$ cat src/rtl/lcd_24_to_8_bits_pixel_serializer.sv
// Splits each 24-bit Avalon-ST pixel into three 8-bit beats, preserving packet framing.
// Bytes leave at 1/clk; the next pixel is accepted on the cycle the last byte leaves.
module lcd_24_to_8_bits_pixel_serializer #(
    parameter int BYTE_ORDER = 0,
    parameter int CNT_WIDTH  = 16
) (
    input  logic                 clk,
    input  logic                 reset_n,
    input  logic [23:0]          in_data,
    input  logic                 in_valid,
    input  logic                 in_startofpacket,
    input  logic                 in_endofpacket,
    output logic                 in_ready,
    output logic [7:0]           out_data,
    output logic                 out_valid,
    output logic                 out_startofpacket,
    output logic                 out_endofpacket,
    input  logic                 out_ready,
    output logic [CNT_WIDTH-1:0] pixel_count
);

    typedef enum logic [1:0] {
        EMPTY = 2'd0,
        BYTE0 = 2'd1,
        BYTE1 = 2'd2,
        BYTE2 = 2'd3
    } state_t;

    state_t                r_state;
    logic [23:0]           r_hold;
    logic                  r_sop;
    logic                  r_eop;
    logic                  r_ready_en;
    logic [CNT_WIDTH-1:0]  r_count;

    logic                  w_accept;
    logic                  w_xfer;

    // in_ready depends combinationally on out_ready so a new pixel can load
    // in the same cycle the last byte of the previous one leaves.
    assign in_ready  = r_ready_en && ((r_state == EMPTY) || ((r_state == BYTE2) && out_ready));
    assign out_valid = (r_state != EMPTY);
    assign w_accept  = in_valid && in_ready;
    assign w_xfer    = out_valid && out_ready;

    always_comb begin
        out_data = r_hold[23:16];
        case (r_state)
            BYTE0:   out_data = (BYTE_ORDER == 0) ? r_hold[23:16] : r_hold[7:0];
            BYTE1:   out_data = r_hold[15:8];
            BYTE2:   out_data = (BYTE_ORDER == 0) ? r_hold[7:0] : r_hold[23:16];
            default: out_data = r_hold[23:16];
        endcase
    end

    assign out_startofpacket = r_sop && (r_state == BYTE0);
    assign out_endofpacket   = r_eop && (r_state == BYTE2);
    assign pixel_count       = r_count;

    always_ff @(posedge clk or negedge reset_n) begin
        if (!reset_n) begin
            r_state    <= EMPTY;
            r_hold     <= '0;
            r_sop      <= 1'b0;
            r_eop      <= 1'b0;
            r_ready_en <= 1'b0;
            r_count    <= '0;
        end else begin
            r_ready_en <= 1'b1;
            if (w_accept) begin
                r_hold  <= in_data;
                r_sop   <= in_startofpacket;
                r_eop   <= in_endofpacket;
                r_state <= BYTE0;
            end else if (w_xfer) begin
                case (r_state)
                    BYTE0:   r_state <= BYTE1;
                    BYTE1:   r_state <= BYTE2;
                    default: r_state <= EMPTY;
                endcase
            end
            // A new frame restarts the count even if a pixel completes this cycle.
            if (w_accept && in_startofpacket)
                r_count <= '0;
            else if (w_xfer && (r_state == BYTE2))
                r_count <= r_count + 1'b1;
        end
    end

endmodule

$ cat config.mk
export PLATFORM = sky130hd
export DESIGN_NAME = lcd_24_to_8_bits_pixel_serializer
export DESIGN_NICKNAME = d
export VERILOG_FILES = /design/src/rtl/lcd_24_to_8_bits_pixel_serializer.sv
export SDC_FILE = /design/constraint.sdc
export NUM_CORES = 1
export LEC_CHECK = 0
export CAP_MARGIN = 10
export CORE_MARGIN = 4
export CORE_UTILIZATION = 48
export CTS_CLUSTER_SIZE = 28
export DETAILED_ROUTE_END_ITERATION = 12
export PLACE_DENSITY = 0.8
export SYNTH_ARGS = -nofsm -noshare
export SYNTH_HDL_FRONTEND = slang
export SYNTH_SLANG_ARGS = --single-unit
$ cat constraint.sdc
create_clock -name clk -period 2.9 [get_ports clk]
set_input_delay 0.435 -clock clk [delete_from_list [all_inputs] [get_ports clk]]
set_output_delay 0.435 -clock clk [all_outputs]
set_load 0.005 [all_outputs]
==> out/qor.csv <==
stage;metric;value;unit
floorplan;die_w;74.2;um
synthesis;seq_area_frac_synth;53.5;%
cells_and_area;fin_area;2810;um^2
grt;grt_pass1_wl;7070;um
synthesis;synth_edf_count;0;
timing;finalCritPeriodShare;88.3;%
timing;slew_violations;0;
synthesis;synthFlopType;dfrtp_1;
cts;tritoncts;done;
synthesis;yosys.area.top_type;dfrtp_1;
synthesis;synth_area;2100;um^2
setup_path;path_common_cell;nand2_1;
detailed_routing;wl;4390;um
placement;gp_congestion;0.817;
setup_path;critical_path_class;reg -> out;
floorplan;rows;23;
synthesis;post-synth-top-count-cell;dfrtp_1;
power;p_leak;0.00122;uW
grt;grt_usage;16.8;%
power;irDropWorstVdd;0.483;mV
timing;fmax;391;MHz
floorplan;dieArea;5500;um^2
synthesis;post_synth_inst_count;189;
floorplan;die_h;74.2;um
setup_path;crit_chain;inv_1, ha_1, nor2_2, nand2_1, nand2_1, clkdlybuf4s50_1;
synthesis;yosys-top-cells-area;dfrtp_1 54%, mux2_2 13%, nand2_1 3.9%;
cells_and_area;area_growth;33.6;%
timing;finalCriticalPeriod;2.56;ns
synthesis;avgSynthCellArea;11.1;um^2
setup_path;required;2.47;ns
synthesis;ys_types;32;
cts;path_clk_slew;0.09;ns
grt;grt-ovfl-total;0;
run;maxCapViolations;0;
power;powerDensity;835;nW/um^2
timing;max_slew_margin;33.4;%
cells_and_area;seq_area;1130;um^2
run_status;status;complete, no violations;
floorplan;coreArea;4120;um^2
detailed_routing;vias;1560;
placement;placed_cell_area;2720;um^2
cts;clock_sinks;45;
cts;htreeDepth;2;
timing;tns;0;ns
setup_path;crit_slowest_cell;clkdlybuf4s50_1;
setup_path;critPathCaptureType;output pin;
setup_path;critPathMaxStageDelay;0.51;ns
cells_and_area;drive_above_1_share;15.3;%
cts;cts_made_buffers;5;
timing;worstMarginPinSlew;0.999;ns
synthesis;yosysWarnings;0;
cts;clkLatencyLatePin;0.30;ns
detailed_routing;ant_nets;0;
floorplan;start_util;51.1;%
synthesis;async_reset_ff_share;100;%
synthesis;synth_common_cells;45 x dfrtp_1, 25 x mux2_2, 22 x nand2_1, 11 x nor2_1, 9 x o21ai_0;
cells_and_area;antenna_cells;0;
cts;cts_buffer_depth;2;
detailed_routing;remaining_drc_errors;0;
cts;ctsHoldBuffers;0;
cells_and_area;num-nets-final;283;
cells_and_area;multi_input_area;922;um^2
timing;final_hold_viol_count;0;
synthesis;synth_nets;224;
timing;setup_viol;0;
setup_path;worst-path-buf-inv;2;
timing;fin_worst_skew;0.00674;ns
synthesis;ys_ff_latch;45;
setup_path;path_max_fanout;10;
cts;cts_root_buffer;clkbuf_8;
timing;rsz0062_at_grt;no;
setup_path;crit_family;buffers and inverters;
setup_path;crit_path_start_kind;flop;
detailed_routing;wire_per_inst;14.7;um
detailed_routing;drt_iter0_markers;69;
detailed_routing;detail_route.first_pass.iterations;4;
grt;grt_max_degree;46;
timing;fin_ws;0.340;ns
setup_path;arrival;2.13;ns
placement;dp_worst_setup_slack;0.458;ns
grt;grt_pass1_vias;1496;
grt;antenna_found_initial;0;
cells_and_area;fill_cells;353;
worst_hold_path;min_path_type;in -> async;
detailed_routing;viasPerCell;5.22;
placement;hpwl;3150;um
placement;portBuffers;57;
floorplan;io_pins;58;
synthesis;synth_top_area_share;53.5;%
-- metrics by stage --
step                      util, %  power (uW)  hold slack (ns)  std cells
after global routing         68.3        2510            0.378        299
after detailed placement     66.2        1980            0.496        291
after global placement       66.2        1950            0.482        291
after floorplan                 -        1500            0.139        189
after CTS                    68.2        2380            0.327        299
final                        68.3        2350            0.300        299
-- final timing paths --
kind,startpoint,end,slack (ns),depth (start not counted)
min in group clk,r_eop,r_eop,0.52,1
min reg2reg,r_eop,r_eop,0.52,1
max reg2reg,r_state[1],pixel_count[11],0.71,6
min,reset_n,pixel_count[13],0.30,1
max,r_state[0],out_data[6],0.34,6
max in group asynchronous,reset_n,r_ready_en,1.98,1
-- timing repair --
action                                  in CTS  in global routing
resized for setup                            0                  1
setup buffers                                0                  0
endpoints found under the setup margin       0                  3
-- worst register-to-register path, stage by stage (launching register included) --
cell      delay (ns)
dfrtp_1         0.39
ha_1            0.20
buf_4           0.22
nand3b_4        0.13
or4_1           0.65
or3_1           0.39
a21oi_1         0.14
-- cells in the final DEF (no fill, tap or decap), types with 3 or more instances in the layout --
cell type,netlist,final
nand2_1,22,22
and2_1,5,5
mux2_2,25,25
xnor2_1,7,7
dfrtp_1,45,45
o21ai_0,9,9
buf_4,0,3
or3_1,8,8
nor2_1,11,10
ha_1,5,5
nand3_1,3,3
clkbuf_8,0,5
inv_1,7,7
a22oi_1,8,8
clkdlybuf4s50_1,0,56
a21oi_1,7,7
-- metal layers --
metal	track usage, %	vias to the layer above	share of wire (%)
met5	0	-	0
met4	5.43	0	1.3
met3	5.54	5	8.0
met2	26.4	47	45
met1	22.0	735	45
li1	-	773	-
-- registers in the layout, summed over array words and instances (netlist names) --
register / count
pixel_count: 16
r_eop: 1
r_hold: 24
r_ready_en: 1
r_sop: 1
r_state: 2
-- report_power, final --
part	leakage, uW	internal, uW	switching, uW
Combinational	0.000613	583	387
Sequential	0.000566	850	145
Clock	0.0000385	171	211
-- area by class of cell --
class / instances / share of cell area (%)
Sequential cell: 45 / 40.1
Multi-Input combinational cell: 129 / 32.8
Timing Repair Buffer: 60 / 20.9
Clock buffer: 7 / 2.72
Tap cell: 50 / 2.23
Inverter: 7 / 0.935
Clock inverter: 1 / 0.267
-- kinds of logic (layout without fill, tap and decap cells) --
| kind of cell | Yosys count | after routing | synth area share, % |
|---|---|---|---|
| AND/OR/NAND/NOR | 62 | 62 | 15.6 |
| flip-flops | 45 | 45 | 53.5 |
| XOR/XNOR | 8 | 8 | 3.33 |
| buffers and inverters | 15 | 75 | 2.74 |
| multiplexers | 26 | 26 | 13.9 |
| adder cells (fa/ha/maj) | 5 | 5 | 2.97 |
| AO/OA/AOI/OAI | 27 | 27 | 7.79 |
| other | 1 | 1 | 0.178 |
(Power assumes the default switching activity.)
